===== src/rtl/pulse_cmd_pkg.sv =====
// Shared definitions for the pulse generator UART command link:
// opcode values, frame geometry and FSM state encodings.
package pulse_cmd_pkg;

   localparam logic [7:0] CONT_SET_DELAY     = 8'd0;
   localparam logic [7:0] CONT_SET_PERIOD    = 8'd1;
   localparam logic [7:0] CONT_SET_PULSE1    = 8'd2;
   localparam logic [7:0] CONT_SET_PULSE2    = 8'd3;
   localparam logic [7:0] CONT_TOGGLE_PULSE1 = 8'd4;
   localparam logic [7:0] CONT_SET_CPMG      = 8'd5;
   localparam logic [7:0] CONT_SET_ATT       = 8'd6;
   localparam logic [7:0] CONT_SET_NUTW      = 8'd7;
   localparam logic [7:0] CONT_SET_NUTD      = 8'd8;

   localparam int unsigned CMD_FRAME_BYTES = 5;

   // Byte serializer states
   localparam logic [1:0] ST_IDLE  = 2'd0;
   localparam logic [1:0] ST_START = 2'd1;
   localparam logic [1:0] ST_DATA  = 2'd2;
   localparam logic [1:0] ST_STOP  = 2'd3;

   // Frame sequencer states
   localparam logic [0:0] FRM_IDLE = 1'b0;
   localparam logic [0:0] FRM_SEND = 1'b1;

   function automatic logic opcode_legal(input logic [7:0] op, input int unsigned max_op);
      return 32'(op) <= max_op;
   endfunction

endpackage


===== src/rtl/uart_tx_byte.sv =====
// Single-byte 8N1 UART serializer with a valid/ready byte handshake.
// ready rises in the last stop-bit cycle so consecutive bytes run gap-free.
module uart_tx_byte #(
   parameter int unsigned CLKS_PER_BIT = 434
) (
   input  logic       clk,
   input  logic       reset,
   input  logic       byte_valid,
   output logic       byte_ready,
   input  logic [7:0] byte_data,
   output logic       tx
);
   import pulse_cmd_pkg::*;

   localparam int unsigned CNT_W = (CLKS_PER_BIT > 1) ? $clog2(CLKS_PER_BIT) : 1;
   localparam logic [CNT_W-1:0] CNT_LAST = CNT_W'(CLKS_PER_BIT - 1);

   logic [1:0]       state;
   logic [CNT_W-1:0] bit_cnt;
   logic [2:0]       bit_idx;
   logic [7:0]       shreg;
   logic             bit_end;
   logic             load;

   assign bit_end    = (bit_cnt == CNT_LAST);
   assign byte_ready = (state == ST_IDLE) || ((state == ST_STOP) && bit_end);
   assign load       = byte_valid && byte_ready;

   always_ff @(posedge clk) begin
      if (reset) begin
         state   <= ST_IDLE;
         bit_cnt <= '0;
         bit_idx <= '0;
         shreg   <= '0;
         tx      <= 1'b1;
      end else if (load) begin
         state   <= ST_START;
         bit_cnt <= '0;
         bit_idx <= '0;
         shreg   <= byte_data;
         tx      <= 1'b0;
      end else begin
         case (state)
            ST_IDLE: begin
               bit_cnt <= '0;
               tx      <= 1'b1;
            end
            ST_START: begin
               if (bit_end) begin
                  state   <= ST_DATA;
                  bit_cnt <= '0;
                  tx      <= shreg[0];
               end else begin
                  bit_cnt <= bit_cnt + CNT_W'(1);
               end
            end
            ST_DATA: begin
               if (bit_end) begin
                  bit_cnt <= '0;
                  if (bit_idx == 3'd7) begin
                     state <= ST_STOP;
                     tx    <= 1'b1;
                  end else begin
                     // shreg[0] is the bit on the line, so the next one is shreg[1]
                     bit_idx <= bit_idx + 3'd1;
                     shreg   <= {1'b0, shreg[7:1]};
                     tx      <= shreg[1];
                  end
               end else begin
                  bit_cnt <= bit_cnt + CNT_W'(1);
               end
            end
            ST_STOP: begin
               if (bit_end) begin
                  state   <= ST_IDLE;
                  bit_cnt <= '0;
                  tx      <= 1'b1;
               end else begin
                  bit_cnt <= bit_cnt + CNT_W'(1);
               end
            end
            default: state <= ST_IDLE;
         endcase
      end
   end

endmodule


===== src/rtl/cmd_uart_tx.sv =====
// Host-side command serializer: one opcode + 32-bit payload per handshake,
// sent as five back-to-back 8N1 bytes (opcode, then payload LSB-first).
module cmd_uart_tx #(
   parameter int unsigned CLKS_PER_BIT = 434,
   parameter int unsigned MAX_OPCODE   = 8
) (
   input  logic        clk,
   input  logic        reset,
   input  logic        cmd_valid,
   output logic        cmd_ready,
   input  logic [7:0]  cmd_opcode,
   input  logic [31:0] cmd_data,
   output logic        tx,
   output logic        busy,
   output logic        frame_done,
   output logic        cmd_err
);
   import pulse_cmd_pkg::*;

   logic [0:0]  frame_state;
   logic [2:0]  byte_idx;
   logic [31:0] data_q;
   logic        byte_valid;
   logic        byte_ready;
   logic [7:0]  byte_data;
   logic        legal;
   logic        last_byte;

   assign cmd_ready = (frame_state == FRM_IDLE);
   assign busy      = (frame_state == FRM_SEND);
   assign legal     = opcode_legal(cmd_opcode, MAX_OPCODE);
   assign last_byte = (byte_idx == 3'(CMD_FRAME_BYTES - 1));

   // The opcode goes straight into the serializer on the accept edge so the
   // start bit appears in the following cycle; only the payload is held here.
   always_comb begin
      byte_valid = 1'b0;
      byte_data  = cmd_opcode;
      if (frame_state == FRM_IDLE) begin
         byte_valid = cmd_valid && legal;
      end else if (byte_ready && !last_byte) begin
         byte_valid = 1'b1;
         case (byte_idx)
            3'd0:    byte_data = data_q[7:0];
            3'd1:    byte_data = data_q[15:8];
            3'd2:    byte_data = data_q[23:16];
            default: byte_data = data_q[31:24];
         endcase
      end
   end

   always_ff @(posedge clk) begin
      if (reset) begin
         frame_state <= FRM_IDLE;
         byte_idx    <= '0;
         data_q      <= '0;
         frame_done  <= 1'b0;
         cmd_err     <= 1'b0;
      end else begin
         frame_done <= 1'b0;
         cmd_err    <= 1'b0;
         if (frame_state == FRM_IDLE) begin
            if (cmd_valid) begin
               if (legal) begin
                  frame_state <= FRM_SEND;
                  byte_idx    <= '0;
                  data_q      <= cmd_data;
               end else begin
                  cmd_err <= 1'b1;
               end
            end
         end else if (byte_ready) begin
            if (last_byte) begin
               frame_state <= FRM_IDLE;
               byte_idx    <= '0;
               frame_done  <= 1'b1;
            end else begin
               byte_idx <= byte_idx + 3'd1;
            end
         end
      end
   end

   uart_tx_byte #(
      .CLKS_PER_BIT(CLKS_PER_BIT)
   ) u_byte (
      .clk       (clk),
      .reset     (reset),
      .byte_valid(byte_valid),
      .byte_ready(byte_ready),
      .byte_data (byte_data),
      .tx        (tx)
   );

endmodule


===== config.mk =====
export PLATFORM = sky130hd
export DESIGN_NAME = cmd_uart_tx
export DESIGN_NICKNAME = d
export VERILOG_FILES = /design/src/rtl/pulse_cmd_pkg.sv /design/src/rtl/uart_tx_byte.sv /design/src/rtl/cmd_uart_tx.sv
export SDC_FILE = /design/constraint.sdc
export NUM_CORES = 1
export LEC_CHECK = 0
export ABC_AREA = 1
export BUFFER_PORTS_ARGS = -buffer_cell sky130_fd_sc_hd__buf_2
export CORE_MARGIN = 3
export CORE_UTILIZATION = 56
export DETAILED_ROUTE_END_ITERATION = 6
export GPL_ROUTABILITY_DRIVEN = 1
export GPL_TIMING_DRIVEN = 0
export HOLD_SLACK_MARGIN = 0.06
export MAX_ROUTING_LAYER = met4
export PLACE_DENSITY = 0.81
export SLEW_MARGIN = 15
export SYNTH_ARGS = -nofsm -noshare
export SYNTH_HDL_FRONTEND = slang
export SYNTH_SLANG_ARGS = --single-unit

===== constraint.sdc =====
create_clock -name clk -period 2.1 [get_ports clk]
set_input_delay 0.21 -clock clk [delete_from_list [all_inputs] [get_ports clk]]
set_output_delay 0.21 -clock clk [all_outputs]
set_load 0.01 [all_outputs]

==> results.md <==
* Tmin final at 1.737 ns
* Die Height at 78.95 um
* Die area at 6233 um2
* Leakage at 1.473 nW
* Post-Syn Nets at 460
* Yosys reg bits at 61
* Cts bufs inserted at 9
* Critical path class: reg2reg
* Max-slew violations at 0
* Clock buffer depth at 2
* Synth Flop Type: dfxtp_1
* PortBufs at 46
* Clock latency at the later pin of the worst-skew pair at 0.34 ns
* Core area at 4942 um2
* # Max-Cap Violations at 0
* Gr ovfl total at 0
* Initial antenna violation count at 0
* Run status: finished, final reports clean
* DRT Pass-1 Iters at 4
* Synth Area in XOR/XNOR at 2.057%
* Worst setup EP type: register
* PD cells at 802.2 nW/um2
* Worst VDD drop at 0.5873 mV
* Cells after synthesis at 403
* Final setup fails at 0
* Vias in the first global route at 2621
* Setup TNS at 0 ns
* CTS Root Cell: clkbuf_8
* Mux cell area share after synthesis at 0%
* Worst Hold Class: in2reg
* Placement Cell Area at 3294 um2
* Fillers at 446
* Worst Setup Start Kind: register
* Layout Area Growth over Synthesis at 18.05%
* CP Max Fanout at 7
* GRT Total Usage at 24.09%
* Drc violations at 0
* Actual slew at the worst max-slew pin at 0.4821 ns
* Fmax at 0.5757 GHz
* CP arrival at 1.95 ns
* Final Hold Viols at 0
* Clock transition at path regs at 0.07 ns
* Compound-Gate Fraction of Synth Area at 16.88%
* Dpl hpwl at 5.026 mm
* Total detailed-routing wirelength at 6.781 mm
* Largest family of logic cells by synthesized area: simple AND/OR/NAND/NOR gates
* Antenna cells at 0
* Fin crit share at 82.72%
* Setup bufs post-CTS at 0
* Yosys cell types at 35
* Post-DR vias/cell at 5.169
* Pwr Total at 0.002822 W
* RSZ-0062 raised after global routing: no
* Register area share after synthesis at 40.97%
* CTS Hold Bufs at 0
* Post-Layout Inst Area at 3518 um2
* Synthesized cell area at 2980 um2
* Clk_skew at 0.009244 ns
* Post-synthesis adder-cell area fraction at 5.877%
* Largest net degree at the start of global routing at 12
* Mean post-synth cell area at 7.395 um2
* Antenna-violating nets left at 0
* CTS tree: done
* Average wire per cell in the routed design at 12.75 um
* Top Ports at 48
* EDFF count, synth at 0
* Die span in x at 78.95 um
* Starting Density at 60.30%
* Initial drt markers at 127
* First-pass GRT wire length at 11.36 mm
* H-tree depth at 3
* WHS at 0.1158 ns
* Synth warnings at 0
* Post-CTS sizing at 0
* Max_slew headroom at 67.86%
* Clk sinks at 61
* Final core occ at 71.19%
* DR vias at 2750
* Placer Congestion at 0.8792
* Worst reg2reg startpoint: u_byte.state[0]$_SDFFE_PP0P_
* FFs w/ async S/R, synth at 0%
* Simple-gate share of the synthesized area at 25.19%
* Nets at 517
* Critical Path Source: u_byte.state[0]$_SDFFE_PP0P_
* Layout cells sized above 1 at 20.86%
* Core Rows at 25
* Worst Path Required at 2.32 ns
* Worst Hold Launch: cmd_data[28]
[cell type report]
type / count / area [um2] / share of cell area, %
Multi-Input combinational cell: 276 / 1490 / 42.35
Sequential cell: 61 / 1221 / 34.71
Timing Repair Buffer: 46 / 230.2 / 6.543
Inverter: 54 / 205.2 / 5.832
Clock buffer: 10 / 137.6 / 3.912
Clock inverter: 6 / 86.33 / 2.454
Tap cell: 67 / 83.83 / 2.383
Buffer: 12 / 63.81 / 1.814
[kinds of logic (layout without fill, tap and decap cells)]
kind of cell	count (synthesis)	in the layout
XOR/XNOR	7	7
AND/OR/NAND/NOR	160	160
AO/OA/AOI/OAI	95	95
adder cells (fa/ha/maj)	14	14
flip-flops	61	61
buffers and inverters	66	128
[synth_stat cells, types with 3 or more instances]
master	count	area share [%]
clkbuf_1	5	0.63
xor2_1	6	1.8
inv_1	50	6.3
nand2_2	9	1.9
a31oi_1	3	0.63
dfxtp_1	61	41
inv_2	3	0.38
ha_1	14	5.9
o21ai_1	5	0.84
nand4_1	3	0.63
nor2_1	27	3.4
buf_2	3	0.50
o21ai_0	37	6.2
nor3_1	5	0.84
o22ai_1	4	0.84
nor2_2	3	0.63
nand2_4	3	1.1
nand3_1	13	2.2
a21oi_1	43	7.2
nand2_1	88	11
[metrics by stage]
stage          cells  worst slack, ns
4_1_cts          532           0.3589
3_3_place_gp     516           0.3966
6_report         532           0.3629
3_5_place_dp     516           0.3628
2_1_floorplan    403           0.6323
5_1_grt          532           0.1156
[flip-flops by register name (all words and copies together), names as in the netlist]
register,flops
u_byte.tx,1
byte_idx,3
busy,1
u_byte.bit_cnt,9
u_byte.bit_idx,3
u_byte.shreg,8
data_q,32
frame_done,1
u_byte.state,2
cmd_err,1
[power by group]
group          internal (W)  switching, W  total (W)
combinational      0.000159      0.000273   0.000432
sequential          0.00120     0.0000299    0.00123
clock              0.000698      0.000467    0.00116
total               0.00205      0.000770    0.00282
[cell usage in the layout (no fill, tap or decap), types with 2 or more instances in the layout]
cell	instances
nand4_1	3
o22ai_1	4
ha_1	14
nand2_1	88
o21ai_1	5
nand3_2	2
a31oi_1	3
nand2_2	9
o21ai_0	37
buf_4	2
nand2_4	3
clkinv_2	2
buf_2	49
bufinv_16	2
inv_2	3
dfxtp_1	61
nand3_1	13
a21oi_1	43
nor2_1	27
nor2_2	3
nor3_1	5
nor2_4	2
clkbuf_1	5
clkbuf_8	10
inv_1	50
xor2_1	6
[worst paths after layout]
path	end	slack, ns	depth (start not counted)
worst min register to register	data_q[1]$_SDFFE_PP0P_	0.45	2
worst max register to register	u_byte.shreg[5]$_SDFFE_PP0P_	0.36	9
worst min-delay path	data_q[28]$_SDFFE_PP0P_	0.12	3
worst max-delay path	u_byte.shreg[5]$_SDFFE_PP0P_	0.36	9
[worst max-delay path, cell delays in order (launching register included)]
cell and delay [ns]:
dfxtp_1 0.34, inv_1 0.14, ha_1 0.24, inv_1 0.06, nor2_1 0.16, inv_1 0.09
nor2_2 0.28, a21oi_1 0.15, nand2_1 0.09, a31oi_1 0.07
[per-layer routing]
layer  global-route usage [%]  share of wire, %
met5                        -                 0
met1                    27.61                41
met4                    11.68               2.5
met3                    6.122               6.9
met2                    39.47                49
Power figures use the tool's default switching activity.
